`src/rtl/banco_registradores_wb.sv`:
```
// MIPS register file with a single-entry pending-write stage.
// A captured write-back sits in the pending register for one cycle. During that
// cycle it is bypassed onto the read ports. It commits to the array on the next edge.
module banco_registradores_wb #(
    parameter int LARGURA = 32,
    parameter int N_REGS  = 32,
    parameter int IW      = $clog2(N_REGS)
) (
    input  logic               clock,
    input  logic               reset_n,
    input  logic [IW-1:0]      read_reg1,
    input  logic [IW-1:0]      read_reg2,
    output logic [LARGURA-1:0] read_data1,
    output logic [LARGURA-1:0] read_data2,
    input  logic               wb_valid,
    input  logic               RegWrite,
    input  logic               RegDst,
    input  logic [IW-1:0]      rt,
    input  logic [IW-1:0]      rd,
    input  logic               MemtoReg,
    input  logic [LARGURA-1:0] saida_ALU,
    input  logic [LARGURA-1:0] dado_memoria,
    output logic               wb_pendente
);

    logic [N_REGS-1:0][LARGURA-1:0] regs_q, regs_d;
    logic                           pend_vld_q, pend_vld_d;
    logic [IW-1:0]                  pend_dest_q, pend_dest_d;
    logic [LARGURA-1:0]             pend_data_q, pend_data_d;

    logic               wr_en;
    logic [IW-1:0]      wr_dest;
    logic [LARGURA-1:0] wr_data;

    // Write-back selection: RegDst picks the destination, MemtoReg picks the source.
    always_comb begin
        wr_en   = wb_valid & RegWrite;
        wr_dest = RegDst ? rd : rt;
        wr_data = MemtoReg ? dado_memoria : saida_ALU;
    end

    // Next state: commit the old pending entry and capture the new one in parallel.
    // Writes to $0 never enter pending, so $0 is never committed or bypassed.
    always_comb begin
        regs_d = regs_q;
        if (pend_vld_q)
            regs_d[pend_dest_q] = pend_data_q;
        regs_d[0]   = '0;
        pend_vld_d  = wr_en && (wr_dest != '0);
        pend_dest_d = pend_dest_q;
        pend_data_d = pend_data_q;
        if (pend_vld_d) begin
            pend_dest_d = wr_dest;
            pend_data_d = wr_data;
        end
    end

    // State registers. An async reset clears the array and discards any pending write.
    always_ff @(posedge clock or negedge reset_n) begin
        if (!reset_n) begin
            regs_q      <= '0;
            pend_vld_q  <= 1'b0;
            pend_dest_q <= '0;
            pend_data_q <= '0;
        end else begin
            regs_q      <= regs_d;
            pend_vld_q  <= pend_vld_d;
            pend_dest_q <= pend_dest_d;
            pend_data_q <= pend_data_d;
        end
    end

    // Combinational read ports. $0 reads zero, and the pending entry wins over the array.
    always_comb begin
        read_data1 = regs_q[read_reg1];
        if (pend_vld_q && pend_dest_q == read_reg1)
            read_data1 = pend_data_q;
        if (read_reg1 == '0)
            read_data1 = '0;
        read_data2 = regs_q[read_reg2];
        if (pend_vld_q && pend_dest_q == read_reg2)
            read_data2 = pend_data_q;
        if (read_reg2 == '0)
            read_data2 = '0;
        wb_pendente = pend_vld_q;
    end

endmodule

```
`config.mk`:
```
export PLATFORM = sky130hd
export DESIGN_NAME = banco_registradores_wb
export DESIGN_NICKNAME = d
export VERILOG_FILES = /design/src/rtl/banco_registradores_wb.sv
export SDC_FILE = /design/constraint.sdc
export NUM_CORES = 2
export LEC_CHECK = 0
export ABC_AREA = 1
export CAP_MARGIN = 25
export CORE_ASPECT_RATIO = 1.1
export CORE_MARGIN = 5
export CORE_UTILIZATION = 50
export CTS_CLUSTER_DIAMETER = 100
export CTS_CLUSTER_SIZE = 30
export DETAILED_ROUTE_END_ITERATION = 10
export PLACE_DENSITY = 0.69
export SLEW_MARGIN = 20
export SYNTH_ARGS = -nofsm -noshare
export SYNTH_HDL_FRONTEND = slang
export SYNTH_SLANG_ARGS = --single-unit
```
`constraint.sdc`:
```
create_clock -name clock -period 2.3 [get_ports clock]
set_clock_uncertainty 0.05 [all_clocks]
set_input_delay 0.46 -clock clock [delete_from_list [all_inputs] [get_ports clock]]
set_output_delay 0.46 -clock clock [all_outputs]
set_load 0.01 [all_outputs]
```
======== Word level (Yosys, flattened, before mapping) ========
Index checks and enable logic that the tools add are counted.
W data, S select, Z words.
storage, ports and cells
  output and inout port bits .............. 65
  register bits after elaboration ......... 1,030
  input port bits ......................... 90
  word-level logic and storage cells ...... 61
operators by class
  muxes and demuxes ....................... 13
  magnitude comparators ................... 4
  bitwise gates (word level) .............. 1
  equality and inequality tests ........... 2
  reduce and logical (&&, ||, !) cells .... 7
operators with widths
  kind                  number
  $bwmux W1024          1
  $bmux W32 S5          2
  $mux W32              8
  $demux W32 S5         1
  $lt A5 B6 Y1 const B  3
  $eq A5 B5 Y1          2
  $logic_not A5 Y1      2
  $ge A5 B1 Y1 const B  1
  $mux W5               1
  $reduce_bool A5 Y1    1
  $logic_and A1 B1 Y1   4
  $and A1 B1 Y1         1

======== Longest topological paths before layout ========
  depth after elaboration ................. 5
  mapped depth ............................ 14
  depth with buffers taken out ............ 10

======== Worst setup path before layout ========
Ideal clock, no wire load.
  path type ............................... in2out
  from .................................... in read_reg1[0]
  to ...................................... out read_data1[13]
  path slack .............................. -0.060 ns
  path buffers ............................ 4
  data required time ...................... 1.790 ns
  stages on the path ...................... 13
  arrival ................................. 1.850 ns
  path through ............................ buf_2 -> inv_1 -> buf_2 -> clkbuf_1 -> clkbuf_1 -> nand2_1 -> nand3_1 -> nand3_1 -> nand3_1 -> nand2_1 -> nand3_1 -> nand2_1 -> inv_1
between the ends
  longest elaborated chain between the ends .. 4
  elaborated cells between the ends (all ways) .. 7
  those cells by class .................... eq/ne: 1; mux: 4; reduce/logical: 2
ends and longest elaborated chain
  item                                                                   line    source
  start: declaration                                                     11      input logic [IW-1:0] read_reg1,
  $bmux W32 S5 or $eq A5 B5 Y1 (tied branches)                           75, 76
  $mux W32 (implied by the code) or $logic_and A1 B1 Y1 (tied branches)  75, 76
  $mux W32                                                               76      if (pend_vld_q && pend_dest_q == read_reg1)
  $mux W32 *                                                             78      if (read_reg1 == '0)
  end: declaration                                                       13      output logic [LARGURA-1:0] read_data1,
Mark *: on every way between the ends. The rest lies on a longest branch, timed or not. The select of a mux whose other input is x is not followed.

======== Final worst setup path ========
  from .................................... reg pend_dest_q[3]
  to ...................................... out read_data1[6]
between the ends
  longest elaborated chain between the ends .. 4
ends and longest elaborated chain
  item                      line  source
  start: declaration        28    logic [IW-1:0] pend_dest_q, pend_dest_d;
  start signal: assignment  68    pend_dest_q <= pend_dest_d;
  $eq A5 B5 Y1              76
  $logic_and A1 B1 Y1       76
  $mux W32                  76
  $mux W32                  78
No other way between the ends.

==> flow_summary.toml <==
[logic_synthesis]
yosysSeqAreaShare_pct = 43.4
ys.flop_type = "dfrtp_1"
mappedNetlistArea_mm2 = 0.0594
synth-async-reset-ratio_pct = 100
netlist_instances = 9027
synth.distinct_cells = 24
synth_edf_count = 0
synth_nets = 9117
ys_seq_elements = 1030
syn-mean-instance-area_um2 = 6.58
yosysWarnings = 0

[floorplanning]
rows = 132
pin_count = 155
die_w_um = 339
core_area_mm2 = 0.118
dieArea_mm2 = 0.126
die_h_um = 372
start_util_pct = 50.4

[layout]
area_growth_pct = 19.5
fillers = 11100
drive_gt1_share_pct = 12.3
finalInstanceArea_mm2 = 0.0710
final_nets = 9314

[power]
vdd.ir_drop.worst_uv = 572
pwr-share-clk_pct = 21.3
switching_power_mw = 18.7
p_comb_share_pct = 30.3
power_frac_seq_pct = 48.4
sw_frac_of_total_pct = 36.9
p_per_area_mw_per_mm2 = 715
leakage_nw = 34.4
p_int_mw = 32.0

[worst_setup_path]
r2r-start = "pend_dest_q[3]"
cp.required_ns = 1.79
critPathSlowestCell = "dfrtp_2"
path_cells = "buf_6 > buf_6 > o22ai_4 > nor2_4 > nand3_4 > buf_12 > buf_8 > buf_6 > nor2_2 > nor2_1 > nand2_1 > inv_1 > buf_6"
arrival_ns = 2.66
path_class = "register to output port"
crit_fanout = 5
cpMostUsedCell = "buf_6"
critical-path-max-stage-delay_ns = 0.48
ff2ff_setup_slack_ns = 0.08
startpoint_type = "register"
reg2reg_to = "regs_q[756]"
r2r_cells = 10
endpoint_kind = "output port"

[hold_path]
hp-class = "input pin to asynchronous set/reset pin"

[routing]
wire_per_inst_um = 23.2
viasPerCell = 5.91
drt_iter0_markers = 8921
drc_errors = 0
num_vias = 63800
drtPass1Iterations = 7
wirelength_um = 250000
drtAntennaViolNets = 0

[sta]
setup_violations = 64
fmax_mhz = 316
final.min_clock_period_ns = 3.17
finalHoldViolCount = 0
slew_violations = 0
rsz0062_at_grt = "yes"
timing.final.ws_setup_ns = -0.866
layout_worst_path_cycle_share_pct = 138
whs_ns = 0.267
slew_headroom_pct = 48.9
tightest_slew_ns = 0.766

[grt]
antenna_found_initial = 2
grt_remaining_overflow = 0
grt_max_degree = 82
grtUsageTotal_pct = 38.6
grt_pass1_wl_um = 372000
first_global_vias = 60000

[clocking]
root_buffer = "clkbuf_16"
clkTransAtPathRegs_ns = 0.12
cts-htree-levels = 2
clock_latency_ns = 0.69
cts_tree = "built"
cts_buffers = 45
ctsLongestPathBuffers = 3
numClockSinks = 1030

[status]
status = "complete, but fails checks"
violations = "setup timing"

[job]
max-cap-violations = 0

[place]
io_buffers = 154
gp_congestion = 0.962
dp_hpwl_um = 161000
place_area_mm2 = 0.0678
## stage by stage
stage / instances / setup WS [ns] / TNS [ns] / util, % / power, mW
2_1_floorplan: 9027 / -0.0188 / -0.521 / - / 33.2
3_3_place_gp: 10700 / -0.943 / -51.28 / 57.5 / 38.9
3_5_place_dp: 10700 / -0.933 / -50.68 / 57.5 / 39.4
4_1_cts: 10800 / -0.853 / -48.78 / 59.8 / 50.2
5_1_grt: 10800 / -0.910 / -49.14 / 60.2 / 53.7
6_report: 10800 / -0.866 / -46.17 / 60.2 / 50.7
## worst max-delay path by stage
stage | from | to
final | pend_dest_q[3] | read_data1[6]
after global routing | pend_dest_q[3] | read_data1[19]
after CTS | pend_dest_q[3] | read_data1[6]
after detailed placement | read_reg2[2] | read_data2[6]
after global placement | read_reg2[2] | read_data2[6]
after floorplan | read_reg2[3] | read_data2[0]
## synthesized netlist by cell type, types with 6 or more instances
master	instances	area, µm²
o22ai_1	6	37.5
a21oi_1	361	1810
nand2_1	3139	11800
nand2_2	8	50.1
buf_1	47	176
or2_2	15	93.8
inv_1	793	2980
buf_2	50	250
mux2i_1	35	350
clkbuf_1	615	2310
o21ai_0	988	4940
nand3_1	1179	5900
o21ai_1	20	100
nor3_1	9	45.0
dfrtp_1	1030	25800
nor2_1	713	2680
## repair_timing
item / 4_1_cts / 5_1_grt
gates cloned: 9 / 1
hold buffers: 1 / 0
buffers inserted: 45 / 5
resized for setup: 510 / 156
endpoints found under the hold margin: 5 / 0
pin swaps: 82 / 81
setup endpoints to repair: 65 / 65
## per-layer routing
layer	global-route usage [%]	part of all wire (%)	vias up
met4	26.0	8.1	0
met1	49.7	37	29700
met5	0	0	-
met3	8.66	12	1045
met2	58.5	43	4205
li1	-	-	28800
## flip-flops by register name, summed over array words and instances, names as in the netlist
name and cells:
pend_data_q 32, wb_pendente 1, regs_q 992, pend_dest_q 5
## cells by family (layout without fill, tap and decap cells)
kind of cell	count (synthesis)	count (layout)	share of synthesized area, %
AO/OA/AOI/OAI	1375	1375	11.6
other	0	1	0
flip-flops	1030	1030	43.4
multiplexers	35	35	0.590
AND/OR/NAND/NOR	5075	5076	34.8
buffers and inverters	1512	1735	9.66
## power by group through the flow
stage	clock network [mW]	registers (mW)	logic, mW
after global routing	11.5	24.9	17.2
after CTS	10.9	24.4	15.0
after global placement	0	24.6	14.3
after detailed placement	0	24.7	14.7
final	10.8	24.5	15.4
after floorplan	0	23.9	9.30
## worst max-delay path: cells and delay by family (launching register included)
family / cells / cell delay, ns
compound gates: 1 / 0.19
flops: 1 / 0.48
simple gates: 5 / 0.43
buf+inv: 7 / 0.85
## cells in the final DEF, fill, tap and decap left out, types with 46 or more instances in the layout
cell and count:
nand2_1 3089, nand3_1 1143, dfrtp_1 1026, o21ai_0 984
inv_1 739, nor2_1 621, buf_4 462, a21oi_1 359
buf_12 214, buf_6 84, clkdlybuf4s50_1 77, nor2_4 62
inv_2 50, nand2_2 46, clkbuf_16 46
## cell type report
| cell class | count | area (µm²) | area share (%) |
|---|---|---|---|
| Timing Repair Buffer | 862 | 9750 | 13.7 |
| Multi-Input combinational cell | 6486 | 29000 | 40.9 |
| Tap cell | 1541 | 1930 | 2.72 |
| Antenna cell | 1 | 2.50 | 0.00352 |
| Clock buffer | 53 | 1220 | 1.71 |
| Inverter | 799 | 3040 | 4.28 |
| Sequential cell | 1030 | 25800 | 36.3 |
| Clock inverter | 21 | 272 | 0.382 |
(Power assumes the default switching activity.)
